[src/rtl/fetch_ctrl.sv]
// fetch_ctrl: fetch-stage sequencer over a req/gnt/rvalid instruction memory port.
// Ports: clk, reset (async, active-high); PCSrc_F/PCBranch_F redirect in;
// imem_req/imem_addr out, imem_gnt/imem_rvalid/imem_rdata in; stall_D in;
// inst_valid_D/inst_D/pc_D hand-off to decode.
// Optional FETCH_TIMEOUT_EN: adds TIMEOUT_CYCLES parameter, sticky imem_timeout
// output and an S_WAIT watchdog that re-requests the current PC.
module fetch_ctrl #(
    parameter logic [63:0] RESET_PC = 64'd0,
    parameter logic [63:0] PC_STEP  = 64'd4
`ifdef FETCH_TIMEOUT_EN
    , parameter int TIMEOUT_CYCLES = 16
`endif
) (
    input  logic        clk,
    input  logic        reset,
    input  logic        PCSrc_F,
    input  logic [63:0] PCBranch_F,
    output logic        imem_req,
    output logic [63:0] imem_addr,
    input  logic        imem_gnt,
    input  logic        imem_rvalid,
    input  logic [31:0] imem_rdata,
    input  logic        stall_D,
    output logic        inst_valid_D,
    output logic [31:0] inst_D,
    output logic [63:0] pc_D
`ifdef FETCH_TIMEOUT_EN
    , output logic      imem_timeout
`endif
);
    typedef enum logic [1:0] {S_IDLE, S_REQ, S_WAIT, S_HOLD} state_t;
    state_t      state_q, state_d;
    logic [63:0] pc_q, pc_d, pc_dec_q, pc_dec_d;
    logic [31:0] inst_q, inst_d;
    logic        kill_q, kill_d, valid_q, valid_d;
`ifdef FETCH_TIMEOUT_EN
    localparam int CW = $clog2(TIMEOUT_CYCLES + 1);
    logic [CW-1:0] cnt_q, cnt_d;
    logic          to_q, to_d;
`endif
    always_comb begin
        state_d  = state_q;
        pc_d     = pc_q;
        pc_dec_d = pc_dec_q;
        inst_d   = inst_q;
        kill_d   = kill_q;
        valid_d  = valid_q;
`ifdef FETCH_TIMEOUT_EN
        cnt_d    = cnt_q;
        to_d     = to_q;
`endif
        case (state_q)
            S_IDLE: state_d = S_REQ;
            S_REQ: begin
                if (imem_gnt) begin
                    // a redirect coinciding with the grant makes this request stale
                    state_d = S_WAIT;
                    kill_d  = PCSrc_F;
`ifdef FETCH_TIMEOUT_EN
                    cnt_d   = '0;
`endif
                end
            end
            S_WAIT: begin
                if (imem_rvalid) begin
                    if (kill_q || PCSrc_F) begin
                        kill_d  = 1'b0;
                        state_d = S_REQ;
                    end else begin
                        inst_d   = imem_rdata;
                        pc_dec_d = pc_q;
                        valid_d  = 1'b1;
                        state_d  = S_HOLD;
                    end
                end else begin
                    kill_d = kill_q | PCSrc_F;
`ifdef FETCH_TIMEOUT_EN
                    if (cnt_q == CW'(TIMEOUT_CYCLES - 1)) begin
                        to_d    = 1'b1;
                        kill_d  = 1'b0;
                        state_d = S_REQ;
                    end else begin
                        cnt_d = cnt_q + 1'b1;
                    end
`endif
                end
            end
            S_HOLD: begin
                if (PCSrc_F || !stall_D) begin
                    valid_d = 1'b0;
                    pc_d    = pc_q + PC_STEP;
                    state_d = S_REQ;
                end
            end
            default: state_d = S_IDLE;
        endcase
        // redirect overrides any sequential increment, in every state
        if (PCSrc_F) pc_d = PCBranch_F;
    end
    always_ff @(posedge clk or posedge reset) begin
        if (reset) begin
            state_q  <= S_IDLE;
            pc_q     <= RESET_PC;
            pc_dec_q <= 64'd0;
            inst_q   <= 32'd0;
            kill_q   <= 1'b0;
            valid_q  <= 1'b0;
`ifdef FETCH_TIMEOUT_EN
            cnt_q    <= '0;
            to_q     <= 1'b0;
`endif
        end else begin
            state_q  <= state_d;
            pc_q     <= pc_d;
            pc_dec_q <= pc_dec_d;
            inst_q   <= inst_d;
            kill_q   <= kill_d;
            valid_q  <= valid_d;
`ifdef FETCH_TIMEOUT_EN
            cnt_q    <= cnt_d;
            to_q     <= to_d;
`endif
        end
    end
    assign imem_req     = (state_q == S_REQ);
    assign imem_addr    = pc_q;
    assign inst_valid_D = valid_q;
    assign inst_D       = inst_q;
    assign pc_D         = pc_dec_q;
`ifdef FETCH_TIMEOUT_EN
    assign imem_timeout = to_q;
`endif
endmodule
[config.mk]
export PLATFORM = sky130hd
export DESIGN_NAME = fetch_ctrl
export DESIGN_NICKNAME = d
export VERILOG_FILES = /design/src/rtl/fetch_ctrl.sv
export SDC_FILE = /design/constraint.sdc
export NUM_CORES = 1
export LEC_CHECK = 0
export CORE_MARGIN = 2
export CORE_UTILIZATION = 46
export DETAILED_ROUTE_END_ITERATION = 12
export HOLD_SLACK_MARGIN = 0.02
export PLACE_DENSITY = 0.78
export SLEW_MARGIN = 25
export SYNTH_ARGS = -nofsm -noshare
export SYNTH_HDL_FRONTEND = slang
export SYNTH_SLANG_ARGS = --single-unit
[constraint.sdc]
create_clock -name clk -period 8.2 [get_ports clk]
set_clock_uncertainty 0.1 [all_clocks]
set_input_delay 1.64 -clock clk [delete_from_list [all_inputs] [get_ports clk]]
set_output_delay 1.64 -clock clk [all_outputs]
set_load 0.005 [all_outputs]
==> run summary <==
The number of gates resized after cts came out at 0. Summing over every cut layer, the via total after detailed routing is 6425. The flop-to-flop setup slack is 5240 ps.

The half-perimeter wire length of the detailed placement result is 14900 microns. The number of remaining DRC errors came out at 0. The placeable core region came out at 16500 sq um. The adder-cell area share of the yosys netlist came out at 0.812%. Entering global routing, the biggest net connects 129 pins. The total count of max-transition violations in the final report came to 0. The number of cells traversed by the worst register-to-register path is 6. The total routed wirelength is 21100 microns. The level count of the clock H-tree came out at 4. The worst register-to-register path ends at imem_addr[56]$_DFFE_PP0P_.

IR analysis of the VDD net gives a maximum drop of 0.139 mV. The antenna cell count came out at 0. The clock latency at the later pin of the worst-skew pair came out at 430 ps. The cell area after synthesis is 7700 sq um.

The post-synthesis to final-layout area growth is 44.1%. The congestion estimate from routability-driven global placement came to 0.828. The final antenna-violating net count is 0.

The cell sitting at the root of the clock tree is a sky130_fd_sc_hd__clkbuf_16. The reg-to-reg critical path startpoint is state_q[0]$_DFFE_PP0P_. The setup TNS is 0 ps. The total I/O pin count is 264. The height of the die came out at 133 microns. Counting the buffers created by CTS gives 17. The synthesized netlist cell count is 697. The critical path class is in2reg. After clock tree synthesis, the clock-pin slew on the worst setup and hold paths is 60 ps. Synthesis instantiated 43 different standard cells from the library.

STA classifies the critical path startpoint as a primary input. In this run the static leakage power is 4.58 nW. The portion of synthesized area spent on multiplexers is between 10% and 20%. The compound-cell area share of the yosys netlist came out at roughly 6.5%.

The number of buffers inserted to repair setup after CTS is 0. After detailed routing, the average wire length per cell comes to 17.8 microns. The library cells used most frequently in the layout, excluding fill and tap cells, are sky130_fd_sc_hd__clkdlybuf4s50_1 (262), sky130_fd_sc_hd__dfrtp_1 (164), sky130_fd_sc_hd__mux2_2 (99). TritonCTS built the clock tree. After clock tree synthesis, the flow added hold-fix buffers numbering 0. The number of nets handed over by synthesis was 804. In this run the worst path has a maximum fanout of 12. The most used flip-flop cell after synthesis is sky130_fd_sc_hd__dfrtp_1. The width of the die is approximately 130 microns. The placement-stage worst setup slack came out at 3540 ps. Setup repair after global routing left no endpoint under its margin. In this run, the number of DRC markers left after iteration 0 of detailed routing was 386. The total track usage is around 24%. The floorplan row count came out at 47. The area of placed instances is 10500 sq um.

The first global-routing pass estimated between 30000 and 40000 microns of wire. The time the final worst path needs with I/O delays and setup is 4070 ps. The final setup slack of the worst path is a little over 4000 ps.

The data required time of the critical path is 8460 ps. The post-synthesis sequential area ratio came out at roughly 53%. In this run, synthesis produced a sequential element count of roughly 160. The share of cells above drive strength 1 is between 10% and 20%.

The part of the cycle the worst path needs came out at between 40 and 50%. The number of buffers on the longest clock path is 2. The end-of-flow core utilization is between 60% and 70%. The run finished with clean final reports. The tightest hold margin came out at 404 ps. The via count of the first global-routing pass is between 6000 and 7000. Leaving out fill and tap cells, the most frequent cell in the layout is sky130_fd_sc_hd__clkdlybuf4s50_1. The post-layout net count is 1057. The critical path ends at imem_addr[56]$_DFFE_PP0P_. The worst min-delay path startpoint is pc_D[60]$_DFFE_PP0P_. The placed instance count came out at 1151.

Once the floorplan was initialized, standard cells occupied 46.8% of the core. The hold violation count in the final report is 0. The share of synthesized registers carrying an async set or reset came out at 100%. The number of antenna violations at the first check in global routing came out at 0.

In this run the worst setup path begins at stall_D. The average cell area after synthesis is 11.0 sq um. The per-cell via count in the routed design came out at 5.43. The worst relative slew slack is 43.6%. The number of synthesized flops with an enable pin is 0.

The simple-gate share of the synthesized area is 18.1%. At the worst endpoint, the arrival time is 4340 ps. The endpoint class of the critical path is a register.

The number of iterations in the first detailed-routing pass came out at 5. The pin slew with the least headroom to its limit came out at 846 ps. After layout, the design draws a total of 2.77 mW. The number of input and output port buffers inserted is 263. The final setup violation count came out at 0.

After synthesis, the largest family of logic cells by area is simple AND/OR/NAND/NOR gates. The cell area after layout is 11100 sq um. The count of maximum capacitance violations is 0. The worst hold path belongs to the class reg2reg. The number of warnings reported in the yosys synthesis log is 0. The total power per unit cell area came out at between 200 and 250 nW/um^2. The area enclosed by the die boundary is about 18000 sq um. The post-route non-filler standard cell count came out at 1183. CTS saw about 160 sinks. The maximum clock frequency came out at 0.245 GHz. The synthesized netlist devotes between 3 and 4% of its cell area to XOR and XNOR gates. After global routing the overflow that remains totals 0.
-- power breakdown --
part	internal, mW	total (mW)	switching (mW)
sequential	1.02	1.17	0.151
clock	0.448	0.779	0.330
combinational	0.563	0.819	0.256
-- Yosys cell counts, drive strengths merged, types with 9 or more instances --
master	count	area, sq um
nor3	14	70.1
xor2	15	131
a31oi	10	62.6
nand4	25	169
nor2b	14	87.6
nand3	39	200
dfrtp	164	4100
a22oi	12	90.1
xnor2	16	140
o21ai	40	200
nand2	74	278
inv	12	45.0
or4	16	120
and4	9	78.8
nor2	25	93.8
nor4	14	87.6
mux2	99	1110
clkbuf	31	116
and3	10	62.6
-- routing by layer --
metal / vias up / GRT usage (%) / share of wire, %
met5: - / 0 / 0
met4: 0 / 7.57 / 1.5
met3: 23 / 6.16 / 6.5
met2: 227 / 40.2 / 49
met1: 3123 / 31.4 / 43
li1: 3052 / - / -
-- worst max-delay path: stages --
cell	delay (ps)
sky130_fd_sc_hd__clkdlybuf4s50_1	470
sky130_fd_sc_hd__nand3b_1	270
sky130_fd_sc_hd__nor4_1	570
sky130_fd_sc_hd__nand4_1	650
sky130_fd_sc_hd__or4_1	660
sky130_fd_sc_hd__nand3_1	80
-- how the worst min path moves through the flow --
stage	cells after the start	endpoint
2_1_floorplan	1	pc_D[38]$_DFFE_PP0P_
3_3_place_gp	1	inst_D[4]$_DFFE_PP0P_
3_5_place_dp	1	pc_D[56]$_DFFE_PP0P_
4_1_cts	1	pc_D[56]$_DFFE_PP0P_
5_1_grt	1	pc_D[13]$_DFFE_PP0P_
6_report	1	pc_D[60]$_DFFE_PP0P_
-- logic make-up (layout without fill, tap and decap cells) --
logic type               Yosys count  count (layout)
AO/OA/AOI/OAI                     83              83
AND/OR/NAND/NOR                  261             261
multiplexers                     107             107
adder cells (fa/ha/maj)            5               5
buffers and inverters             46             312
XOR/XNOR                          31              31
flip-flops                       164             164
-- final cells by class --
class,instances,area [sq um]
Multi-Input combinational cell,487,3430
Sequential cell,164,4100
Inverter,13,56.3
Fill cell,1314,5370
Timing Repair Buffer,267,2660
Tap cell,220,275
Clock buffer,20,437
Clock inverter,12,130
-- sequential cells by signal (all words and copies together) (netlist names) --
name,cells
imem_addr,64
inst_D,32
inst_valid_D,1
kill_q,1
pc_D,64
state_q,2
(Power assumes the default switching activity.)
